===== src/rtl/xor_reduce_pipe_if.sv =====
// Valid/ready bus of the pipelined XOR reducer: operand beat in, folded result out.
interface xor_reduce_pipe_if #(
  parameter int WIDTH      = 64,
  parameter int N_OPERANDS = 5,
  parameter int IN_DELAY   = 2
);
  localparam int LATENCY = IN_DELAY + $clog2(N_OPERANDS);
  localparam int CW      = $clog2(LATENCY + 1);

  logic                          in_valid;
  logic                          in_ready;
  logic [N_OPERANDS*WIDTH-1:0]   in_data;
  logic [N_OPERANDS-1:0]         in_mask;
  logic                          out_valid;
  logic                          out_ready;
  logic [WIDTH-1:0]              out_data;
  logic [CW-1:0]                 inflight;

  modport master (
    output in_valid, in_data, in_mask, out_ready,
    input  in_ready, out_valid, out_data, inflight
  );

  modport slave (
    input  in_valid, in_data, in_mask, out_ready,
    output in_ready, out_valid, out_data, inflight
  );
endinterface


===== src/rtl/xor_reduce_pipe.sv =====
// N-operand XOR fold: IN_DELAY input registers, then a balanced binary tree with one
// register per level; the whole pipe advances together under a single stall signal.
module xor_reduce_pipe #(
  parameter int WIDTH      = 64,
  parameter int N_OPERANDS = 5,
  parameter int IN_DELAY   = 2
) (
  input  logic             clk,
  input  logic             rst_n,
  xor_reduce_pipe_if.slave bus
);
  localparam int LEVELS  = $clog2(N_OPERANDS);
  localparam int LATENCY = IN_DELAY + LEVELS;
  localparam int CW      = $clog2(LATENCY + 1);
  localparam int SLICE   = 48;
  localparam int SLICES  = (WIDTH + SLICE - 1) / SLICE;
  localparam int PW      = SLICES * SLICE;

  typedef logic [N_OPERANDS-1:0][PW-1:0] vec_t;

  logic                advance, accept, pop;
  logic [LATENCY-1:0]  vld_pipe;
  logic [CW-1:0]       inflight_q;
  vec_t                masked, lvl0;
  logic [LEVELS:1][N_OPERANDS-1:0][PW-1:0] tree_q;
  wire  [LEVELS:1][N_OPERANDS-1:0][PW-1:0] prev, nxt;

  assign advance       = !vld_pipe[LATENCY-1] || bus.out_ready;
  assign accept        = bus.in_valid && advance;
  assign pop           = vld_pipe[LATENCY-1] && bus.out_ready;
  assign bus.in_ready  = !rst_n || advance;
  assign bus.out_valid = vld_pipe[LATENCY-1];
  assign bus.out_data  = tree_q[LEVELS][0][WIDTH-1:0];
  assign bus.inflight  = inflight_q;

  // Operands are widened to whole 48-bit slices; pad bits stay zero through the tree.
  always_comb begin
    masked = '0;
    for (int k = 0; k < N_OPERANDS; k++)
      if (bus.in_mask[k]) masked[k][WIDTH-1:0] = bus.in_data[k*WIDTH +: WIDTH];
  end

  if (IN_DELAY == 0) begin : g_nodly
    assign lvl0 = masked;
  end else begin : g_dly
    logic [IN_DELAY-1:0][N_OPERANDS-1:0][PW-1:0] dly_q;
    always_ff @(posedge clk) begin
      if (!rst_n) dly_q <= '0;
      else if (advance) begin
        dly_q[0] <= masked;
        for (int i = 1; i < IN_DELAY; i++) dly_q[i] <= dly_q[i-1];
      end
    end
    assign lvl0 = dly_q[IN_DELAY-1];
  end

  // Node i of level j folds nodes 2i and 2i+1 of the level below; odd tail passes through.
  for (genvar j = 1; j <= LEVELS; j++) begin : g_lvl
    if (j == 1) begin : g_src0
      assign prev[j] = lvl0;
    end else begin : g_srcn
      assign prev[j] = tree_q[j-1];
    end
    for (genvar i = 0; i < N_OPERANDS; i++) begin : g_node
      for (genvar s = 0; s < SLICES; s++) begin : g_slice
        if (2*i+1 < N_OPERANDS) begin : g_xor
          assign nxt[j][i][s*SLICE +: SLICE] =
            prev[j][2*i][s*SLICE +: SLICE] ^ prev[j][2*i+1][s*SLICE +: SLICE];
        end else if (2*i < N_OPERANDS) begin : g_pass
          assign nxt[j][i][s*SLICE +: SLICE] = prev[j][2*i][s*SLICE +: SLICE];
        end else begin : g_zero
          assign nxt[j][i][s*SLICE +: SLICE] = '0;
        end
      end
    end
  end

  always_ff @(posedge clk) begin
    if (!rst_n) tree_q <= '0;
    else if (advance) tree_q <= nxt;
  end

  always_ff @(posedge clk) begin
    if (!rst_n) vld_pipe <= '0;
    else if (advance) begin
      vld_pipe[0] <= accept;
      for (int k = 1; k < LATENCY; k++) vld_pipe[k] <= vld_pipe[k-1];
    end
  end

  always_ff @(posedge clk) begin
    if (!rst_n) inflight_q <= '0;
    else if (accept && !pop) inflight_q <= inflight_q + CW'(1);
    else if (!accept && pop) inflight_q <= inflight_q - CW'(1);
  end

  // Only node 0 of the top level, low WIDTH bits, leaves the block.
  logic unused_tail;
  assign unused_tail = ^tree_q[LEVELS];
endmodule


===== src/flat_wrapper.sv =====
// flat-port wrapper written by rule: the top's interface ports become plain ports
module xor_reduce_pipe_flat 
#(
  parameter int WIDTH      = 64,
  parameter int N_OPERANDS = 5,
  parameter int IN_DELAY   = 2
)
  (clk, rst_n, bus_in_valid, bus_in_data, bus_in_mask, bus_out_ready, bus_in_ready, bus_out_valid, bus_out_data, bus_inflight);
  xor_reduce_pipe_if #(.WIDTH(WIDTH), .N_OPERANDS(N_OPERANDS), .IN_DELAY(IN_DELAY)) bus_i ();
  input  logic clk;
  input  logic rst_n;
  input wire logic [$bits(bus_i.in_valid)-1:0] bus_in_valid;
  input wire logic [$bits(bus_i.in_data)-1:0] bus_in_data;
  input wire logic [$bits(bus_i.in_mask)-1:0] bus_in_mask;
  input wire logic [$bits(bus_i.out_ready)-1:0] bus_out_ready;
  output wire logic [$bits(bus_i.in_ready)-1:0] bus_in_ready;
  output wire logic [$bits(bus_i.out_valid)-1:0] bus_out_valid;
  output wire logic [$bits(bus_i.out_data)-1:0] bus_out_data;
  output wire logic [$bits(bus_i.inflight)-1:0] bus_inflight;
  assign bus_i.in_valid = bus_in_valid;
  assign bus_i.in_data = bus_in_data;
  assign bus_i.in_mask = bus_in_mask;
  assign bus_i.out_ready = bus_out_ready;
  assign bus_in_ready = bus_i.in_ready;
  assign bus_out_valid = bus_i.out_valid;
  assign bus_out_data = bus_i.out_data;
  assign bus_inflight = bus_i.inflight;
  xor_reduce_pipe #(.WIDTH(WIDTH), .N_OPERANDS(N_OPERANDS), .IN_DELAY(IN_DELAY)) u_core (.clk(clk), .rst_n(rst_n), .bus(bus_i));
endmodule

===== config.mk =====
export PLATFORM = sky130hd
export DESIGN_NAME = xor_reduce_pipe_flat
export DESIGN_NICKNAME = d
export VERILOG_FILES = /design/src/rtl/xor_reduce_pipe_if.sv /design/src/rtl/xor_reduce_pipe.sv /design/src/flat_wrapper.sv
export SDC_FILE = /design/constraint.sdc
export NUM_CORES = 1
export LEC_CHECK = 0
export BUFFER_PORTS_ARGS = -buffer_cell sky130_fd_sc_hd__buf_4
export CORE_ASPECT_RATIO = 1.4
export CORE_MARGIN = 3
export CORE_UTILIZATION = 63
export CTS_CLUSTER_DIAMETER = 200
export DETAILED_ROUTE_END_ITERATION = 16
export HOLD_SLACK_MARGIN = 0.05
export PLACE_DENSITY = 0.84
export SLEW_MARGIN = 25
export SYNTH_ARGS = -nofsm -noshare
export SYNTH_HDL_FRONTEND = slang
export SYNTH_SLANG_ARGS = --single-unit

===== constraint.sdc =====
create_clock -name clk -period 4.1 [get_ports clk]
set_clock_uncertainty 0.15 [all_clocks]
set_input_delay 0.41 -clock clk [delete_from_list [all_inputs] [get_ports clk]]
set_output_delay 0.41 -clock clk [all_outputs]
set_load 0.005 [all_outputs]

==> results of run 1 <==
worst max-delay path, delay by kind of cell, from the launching register on:
family | cells | cell delay, ps
simple gates | 2 | 680
buf+inv | 2 | 1300
compound gates | 1 | 300
flops | 1 | 360
registers in the layout, summed over array words and instances, names as in the netlist:
name                 count
u_core.vld_pipe          5
u_core.bus.inflight      3
u_core.bus.out_data     64
u_core.g_dly.dly_q     640
u_core.prev            320
logic make-up after synthesis:
family,synth area share (%)
AOI/OAI and AO/OA,20.5
DFF,50.6
and+or+nand+nor,17.6
buffers and inverters,5.65
adders and majority gates,0.0796
xor gates and xnor gates,5.53
muxes,0.0245
routing by layer:
metal	routed length, µm	GRT usage, %
met5	73	0
met4	5440	15.5
met2	54700	53.7
met1	44600	38.8
met3	6540	3.98
area by class of cell:
class | instances | area share (%)
diodes | 28 | 0.142
clock buffers | 141 | 5.64
well taps | 832 | 2.10
clock inverters | 29 | 0.708
multi-input cells | 3099 | 36.1
flip-flops and latches | 1032 | 41.7
inverters | 1 | 0.00758
repair buffers | 755 | 13.5
power by group through the flow:
stage | registers (mW) | logic (mW) | clock network (mW)
after floorplan | 10.8 | 0.795 | 0
after global placement | 10.8 | 1.28 | 0
after detailed placement | 10.8 | 1.31 | 0
after CTS | 10.6 | 1.57 | 9.05
after global routing | 10.6 | 1.74 | 9.44
final | 10.6 | 1.62 | 8.93
Yosys cell counts, drive strengths merged, types with 2 or more instances:
cell | count | area [µm²]
clkbuf | 127 | 477
and2 | 3 | 21.3
dfxtp | 1032 | 20700
xnor2 | 257 | 2250
nor2b | 2 | 12.5
o211a | 256 | 2560
a21boi | 772 | 5800
o21a | 2 | 15.0
nand2 | 1480 | 5560
nand3 | 320 | 1600
buf | 252 | 1830
final timing paths:
path | startpoint | endpoint | slack (ps) | depth (start not counted)
setup / recovery | u_core.vld_pipe[4] | u_core.g_dly.dly_q[196] | 1120 | 5
hold reg to reg | u_core.g_dly.dly_q[867] | u_core.g_dly.dly_q[867] | 300 | 2
hold / removal | bus_out_ready | u_core.vld_pipe[1] | 180 | 5
setup reg to reg | u_core.vld_pipe[4] | u_core.g_dly.dly_q[196] | 1120 | 5
what timing repair did:
action                    CTS  global route
buffers inserted            0             0
hold buffers              321             0
hold endpoints to repair  321             0
==> reports/metrics.csv, run 1 <==
stage,metric,value,unit
cells_and_area,most frequent cells in the layout,"1,480 x nand2_1, 1,032 x dfxtp_1, 524 x a21boi_0, 416 x buf_4, 321 x dlygate4sd3_1",
worst_setup_path,Critical Path Most Common Cell,buf_4,
cells_and_area,final net count,5314,
sta,Tmin final,2980,ps
route,via count,33350,
synth,flop and latch count out of synthesis,1032,
synth,syn_area_per_cell,9.06,µm²
clock_tree,CTS Sinks,1032,
worst_setup_path,Critical Path AT,3370,ps
die,initial core utilization,64.1,%
cells_and_area,layout cells sized above 1,11.5,%
synth,number of synthesized flops with an enable pin,0,
worst_setup_path,crit path max fanout,97,
cells_and_area,Reg area,20700,µm²
power,LEAKAGE,21.3,nW
sta,Worst Hold Margin,177,ps
route,WL per Instance,18.8,µm
cells_and_area,Fillers,4093,
global_routing,global-route wire length before repair,171,mm
die,Ports,398,
clock_tree,clock buffer depth,3,
global_routing,GRT Total Usage,31.2,%
die,core area,63700,µm²
min_path,Worst Hold Class,primary input to register,
power,Comb power frac,7.6,%
cells_and_area,Finished Layout Cells,5917,
power,Flop pwr share,50.2,%
sta,Worst Slack Setup Final,1120,ps
route,Detailed Route WL,111,mm
placed_design,placed cell areas,43100,µm²
sta,FMAX,0.336,GHz
sta,Worst-Margin Slew,960,ps
clock_tree,CTS tree,yes,
worst_setup_path,Worst path max stage delay,790,ps
clock_tree,PostCTS Resize Cnt,0,
sta,TNS Setup,0,ps
synth,post-synthesis sequential area ratio,50.6,%
cells_and_area,Synth-to-Final Area Change,21.2,%
power,Clk pwr share,42.2,%
worst_setup_path,CP Capture Type,register,
sta,unrepaired setup endpoints after global routing,false,
synth,Synth Flop Type,dfxtp_1,
die,Die Y,307,µm
placed_design,post-DP HPWL,64.5,mm
power,internal power,16.4,mW
route,Pre-antenna DRT Iters,6,
route,vias per inst,5.64,
clock_tree,Clock Latency Late Sink,650,ps
power,net switching fraction of the power,22.5,%
route,initial detailed-routing violation count,2999,
placed_design,Setup Slack @ Placement,1080,ps
sta,Final period util,72.6,%
placed_design,Placer Congestion,0.828,
cells_and_area,multi-input logic area,17900,µm²
sta,Hold Fails Final Rpt,0,
clock_tree,CTS Buf Count,94,
cells_and_area,final standard cell utilization of the core,77.7,%
die,die area,68000,µm²
sta,max-slew violation count,0,
clock_tree,Clock Pin Slew Worst Setup and Hold Paths,70,ps
sta,Rel. slew slack,36.0,%
die,# rows,109,
die,chip width,221,µm
clock_tree,clock root buffer,clkbuf_16,
synth,Ys Warns,0,
worst_setup_path,Startpoint Class,register,
worst_setup_path,CP cell instances,nand2b_4 -> buf_4 -> buf_4 -> nand3_1 -> a21boi_0,
global_routing,final global-route overflow total,0,
synth,Syn Inst Count,4511,
clock_tree,H-tree depth,3,
cells_and_area,Final Instance Area,49500,µm²
synth,area of the mapped netlist,40900,µm²
synth,synth unique cells,24,
placed_design,placed cells,5397,
route,drt drc,0,
global_routing,number of global-route vias before repair,31791,
route,"antenna viol nets, final",0,
global_routing,initial antenna violation count,27,
synth,Synth async-reset ratio,0,%
worst_setup_path,slowest CP cell,buf_4,
run,max_cap viols,0,
power,Power Total,21.2,mW
power,Power Density,427,nW/µm²
placed_design,IO Port Bufs,397,
synth,Syn Nets,4842,
worst_setup_path,Worst EP required,4490,ps
worst_setup_path,kind of critical path,register to register,
power,worst-case vdd ir drop,0.345,mV
sta,count of final setup violators,0,
outcome,status,completed,
cells_and_area,"most common cell after layout, fill and taps aside",nand2_1,
global_routing,largest net degree at the start of global routing,246,
power,switching power,4.76,mW
Note: power is estimated with default switching activity, not from simulation.
==> inputs of run 2 (changes only) <==
- ABC_AREA: default -> 1
- CORE_UTILIZATION: 63 -> 58
- PLACE_DENSITY: 0.84 -> 0.79
- clock period: 4.1 -> 2.9 ns (I/O delays scaled with it)
==> run 2 against run 1 <==
Total power grew 40%. Sequential share of layout area up 3.6 points. Combinational power is 36% higher. Wire length down 11%. Highest routed layer is now met4.
==> reports/metrics.csv, run 2 <==
stage,metric,value,unit,change
global_routing,initial antenna violation count,10,,was 27
worst_setup_path,Worst path max stage delay,660,ps,was 790 ps
synth,post-synthesis simple-gate area fraction,4.69,%,was 17.6%
die,chip width,217,µm,was 221 µm
sta,count of final setup violators,0,,unchanged
global_routing,largest net degree at the start of global routing,264,,was 246
clock_tree,H-tree depth,3,,unchanged
power,LEAKAGE,17.0,nW,was 21.3 nW
synth,post-synthesis sequential area ratio,57.3,%,was 50.6%
synth,Synth top cells by count,"1,032 x dfxtp_1, 897 x o21ai_0, 576 x a21oi_1",,"was 1,480 x nand2_1, 1,032 x dfxtp_1, 524 x a21boi_0"
sta,unrepaired setup endpoints after global routing,false,,unchanged
cells_and_area,final standard cell utilization of the core,74.4,%,was 77.7%
synth,Ys Warns,0,,unchanged
worst_setup_path,CP Capture Type,register,,unchanged
worst_setup_path,critical path buffer and inverter count,2,,unchanged
route,Pre-antenna DRT Iters,8,,was 6
sta,Rel. slew slack,29.4,%,was 36.0%
clock_tree,clock buffer depth,3,,unchanged
synth,Syn Inst Count,4024,,"was 4,511"
worst_setup_path,Critical Path AT,2900,ps,was 3370 ps
clock_tree,Clock Latency Late Sink,620,ps,was 650 ps
die,initial core utilization,59.0,%,was 64.1%
sta,Final period util,85.9,%,was 72.6%
synth,largest area contributor in the netlist,dfxtp_1,,unchanged
synth,syn_area_per_cell,8.97,µm²,was 9.06 µm²
worst_setup_path,worst reg2reg endpoint,u_core.g_dly.dly_q[351],,was u_core.g_dly.dly_q[196]
sta,Hold Fails Final Rpt,0,,unchanged
clock_tree,CTS tree,yes,,unchanged
sta,Worst Slack Setup Final,410,ps,was 1120 ps
worst_setup_path,crit path to,u_core.g_dly.dly_q[351],,was u_core.g_dly.dly_q[196]
cells_and_area,final net count,4885,,"was 5,314"
worst_setup_path,slowest CP cell,buf_4,,unchanged
global_routing,global-route wire length before repair,155,mm,was 171 mm
power,worst-case vdd ir drop,0.483,mV,was 0.345 mV
clock_tree,Clock Pin Slew Worst Setup and Hold Paths,70,ps,about the same
synth,XOR/XNOR Fraction of Synth Area,6.24,%,was 5.53%
route,"antenna viol nets, final",0,,unchanged
worst_setup_path,crit path max fanout,87,,was 97
worst_setup_path,kind of critical path,register to register,,unchanged
route,initial detailed-routing violation count,3074,,"was 2,999"
synth,main area contributors after synthesis,"dfxtp_1 57%, o21ai_0 12%, a21oi_1 8.0%",,"was dfxtp_1 51%, nand2_1 14%, a21boi_0 9.6%"
clock_tree,CTS Sinks,1032,,unchanged
synth,Synth async-reset ratio,0,%,unchanged
cells_and_area,most frequent cells in the layout,"1,032 x dfxtp_1, 897 x o21ai_0, 576 x a21oi_1, 459 x inv_1, 410 x buf_4",,"was 1,480 x nand2_1, 1,032 x dfxtp_1, 524 x a21boi_0, 416 x buf_4, 321 x dlygate4sd3_1"
synth,flop and latch count out of synthesis,1032,,unchanged
sta,FMAX,0.402,GHz,was 0.336 GHz
die,core area,61200,µm²,"was 63,700 µm²"
die,Die Y,301,µm,was 307 µm
worst_setup_path,CP cell instances,nand2_8 -> buf_4 -> nand3_1 -> o21ai_0 -> dlygate4sd3_1,,was nand2b_4 -> buf_4 -> buf_4 -> nand3_1 -> a21boi_0
placed_design,IO Port Bufs,397,,unchanged
synth,synth unique cells,23,,was 24
cells_and_area,layout cells sized above 1,12.7,%,was 11.5%
placed_design,Setup Slack @ Placement,708,ps,was 1080 ps
worst_setup_path,Critical R2R Launch,u_core.vld_pipe[4],,unchanged
cells_and_area,max reg flops,640,,unchanged
route,drt drc,0,,unchanged
worst_setup_path,Worst EP required,3310,ps,was 4490 ps
route,vias per inst,5.56,,was 5.64
synth,Synth Flop Type,dfxtp_1,,unchanged
die,Ports,398,,unchanged
global_routing,number of global-route vias before repair,29090,,was 31.8k
global_routing,GRT Total Usage,29.2,%,was 31.2%
synth,main combinational cell family by area after synthesis,compound AO/OA/AOI/OAI gates,,unchanged
synth,area of the mapped netlist,36100,µm²,"was 40,900 µm²"
power,Power Density,652,nW/µm²,was 427 nW/µm²
synth,post-synthesis adder-cell area fraction,0.0902,%,was 0.0796%
min_path,Worst Hold Class,primary input to register,,unchanged
synth,top-count cell post-synth,dfxtp_1,,was nand2_1
sta,Tmin final,2490,ps,was 2980 ps
sta,Worst-Margin Slew,1060,ps,was 960 ps
sta,max-slew violation count,0,,unchanged
synth,compound-gate portion of the synthesized area,22.7,%,was 20.5%
die,die area,65300,µm²,"was 68,000 µm²"
placed_design,Placer Congestion,0.802,,was 0.828
power,Power Total,29.7,mW,was 21.2 mW
sta,TNS Setup,0,ps,unchanged
worst_setup_path,crit path launch,u_core.vld_pipe[4],,unchanged
clock_tree,clock root buffer,clkbuf_16,,unchanged
worst_setup_path,Reg2Reg Depth,5,,unchanged
synth,Syn Nets,4355,,"was 4,842"
global_routing,final global-route overflow total,0,,unchanged
die,# rows,107,,was 109
cells_and_area,Synth-to-Final Area Change,26.2,%,was 21.2%
route,Detailed Route WL,99.6,mm,was 111 mm
outcome,status,completed,,unchanged
worst_setup_path,instance count on the critical path,5,,unchanged
synth,number of synthesized flops with an enable pin,0,,unchanged
route,WL per Instance,18.3,µm,was 18.8 µm
worst_setup_path,Register-to-Register Setup Slack,410,ps,was 1120 ps
clock_tree,CTS Buf Count,91,,was 94
run,max_cap viols,0,,unchanged
worst_setup_path,Startpoint Class,register,,unchanged
synth,mux cell area share after synthesis,0,%,was 0.0245%
worst_setup_path,kind of cell with the highest combined delay on the critical path,buffers and inverters,,unchanged
cells_and_area,"most common cell after layout, fill and taps aside",dfxtp_1,,was nand2_1
placed_design,post-DP HPWL,55.1,mm,was 64.5 mm
route,via count,30309,,was 33.4k
synth,Yosys top cell area share,57.3,%,was 50.6%
cells_and_area,Reg with most FFs,u_core.g_dly.dly_q,,unchanged
-- run 2: report_power, final --
part           leakage, nW  internal, mW  switching (mW)
sequential            8.42          14.7           0.297
clock                 1.53          7.28            5.21
combinational         7.09          1.12            1.09
-- run 2: cell type report --
type,instances,area [µm²]
tap,817,1020
timing repair buffer,759,6790
antenna,14,35.0
multi-input combinational,2205,12200
sequential,1032,20700
fill,4111,15600
inverter,465,1750
clock inverter,35,467
clock buffer,128,2620
-- run 2: routing by layer --
layer  global-route usage (%)  routed length [µm]  vias to the layer above
li1                         -                   -                    14612
met1                     41.3               44700                    14311
met2                     45.0               45000                     1142
met3                     4.48                6440                      244
met4                     11.9                3550                        0
met5                        0                   0                        -
-- run 2: cell families (layout without fill, tap and decap cells) --
kind of cell               count (synthesis)  in the layout
AOI/OAI and AO/OA                       1606           1606
DFF                                     1032           1032
buffers and inverters                    787           1387
and+or+nand+nor                          340            340
xor gates and xnor gates                 257            257
adders and majority gates                  2              2
other                                      0             14
-- run 2: how the worst min path moves through the flow --
| stage | startpoint | endpoint | slack [ps] | cells past startpoint |
|---|---|---|---|---|
| after CTS | bus_in_mask[4] | u_core.g_dly.dly_q[435] | 130 | 5 |
| after floorplan | u_core.g_dly.dly_q[0] | u_core.g_dly.dly_q[480] | 270 | 2 |
| final | bus_in_mask[1] | u_core.g_dly.dly_q[157] | 190 | 6 |
| after detailed placement | u_core.g_dly.dly_q[51] | u_core.g_dly.dly_q[531] | 290 | 2 |
| after global routing | bus_in_mask[4] | u_core.g_dly.dly_q[435] | 210 | 5 |
| after global placement | u_core.g_dly.dly_q[18] | u_core.g_dly.dly_q[498] | 280 | 2 |
-- run 2: timing repair --
item	CTS	global route
buffers inserted	0	0
hold buffers	327	0
gates resized for setup	0	0
hold endpoints to repair	348	0
-- run 2: metrics by stage --
step	hold slack, ps	instances	cell area [µm²]
finish	191	5455	45500
global route	211	5451	45500
CTS	132	5441	45500
detailed placement	286	4951	39100
global placement	285	4951	39100
floorplan	275	4024	36100
-- run 2: worst min-delay path, delay by kind of cell --
family / cells / cell delay (ps)
AO/OA/AOI/OAI: 1 / 70
buffers and inverters: 3 / 340
AND/OR/NAND/NOR: 2 / 170
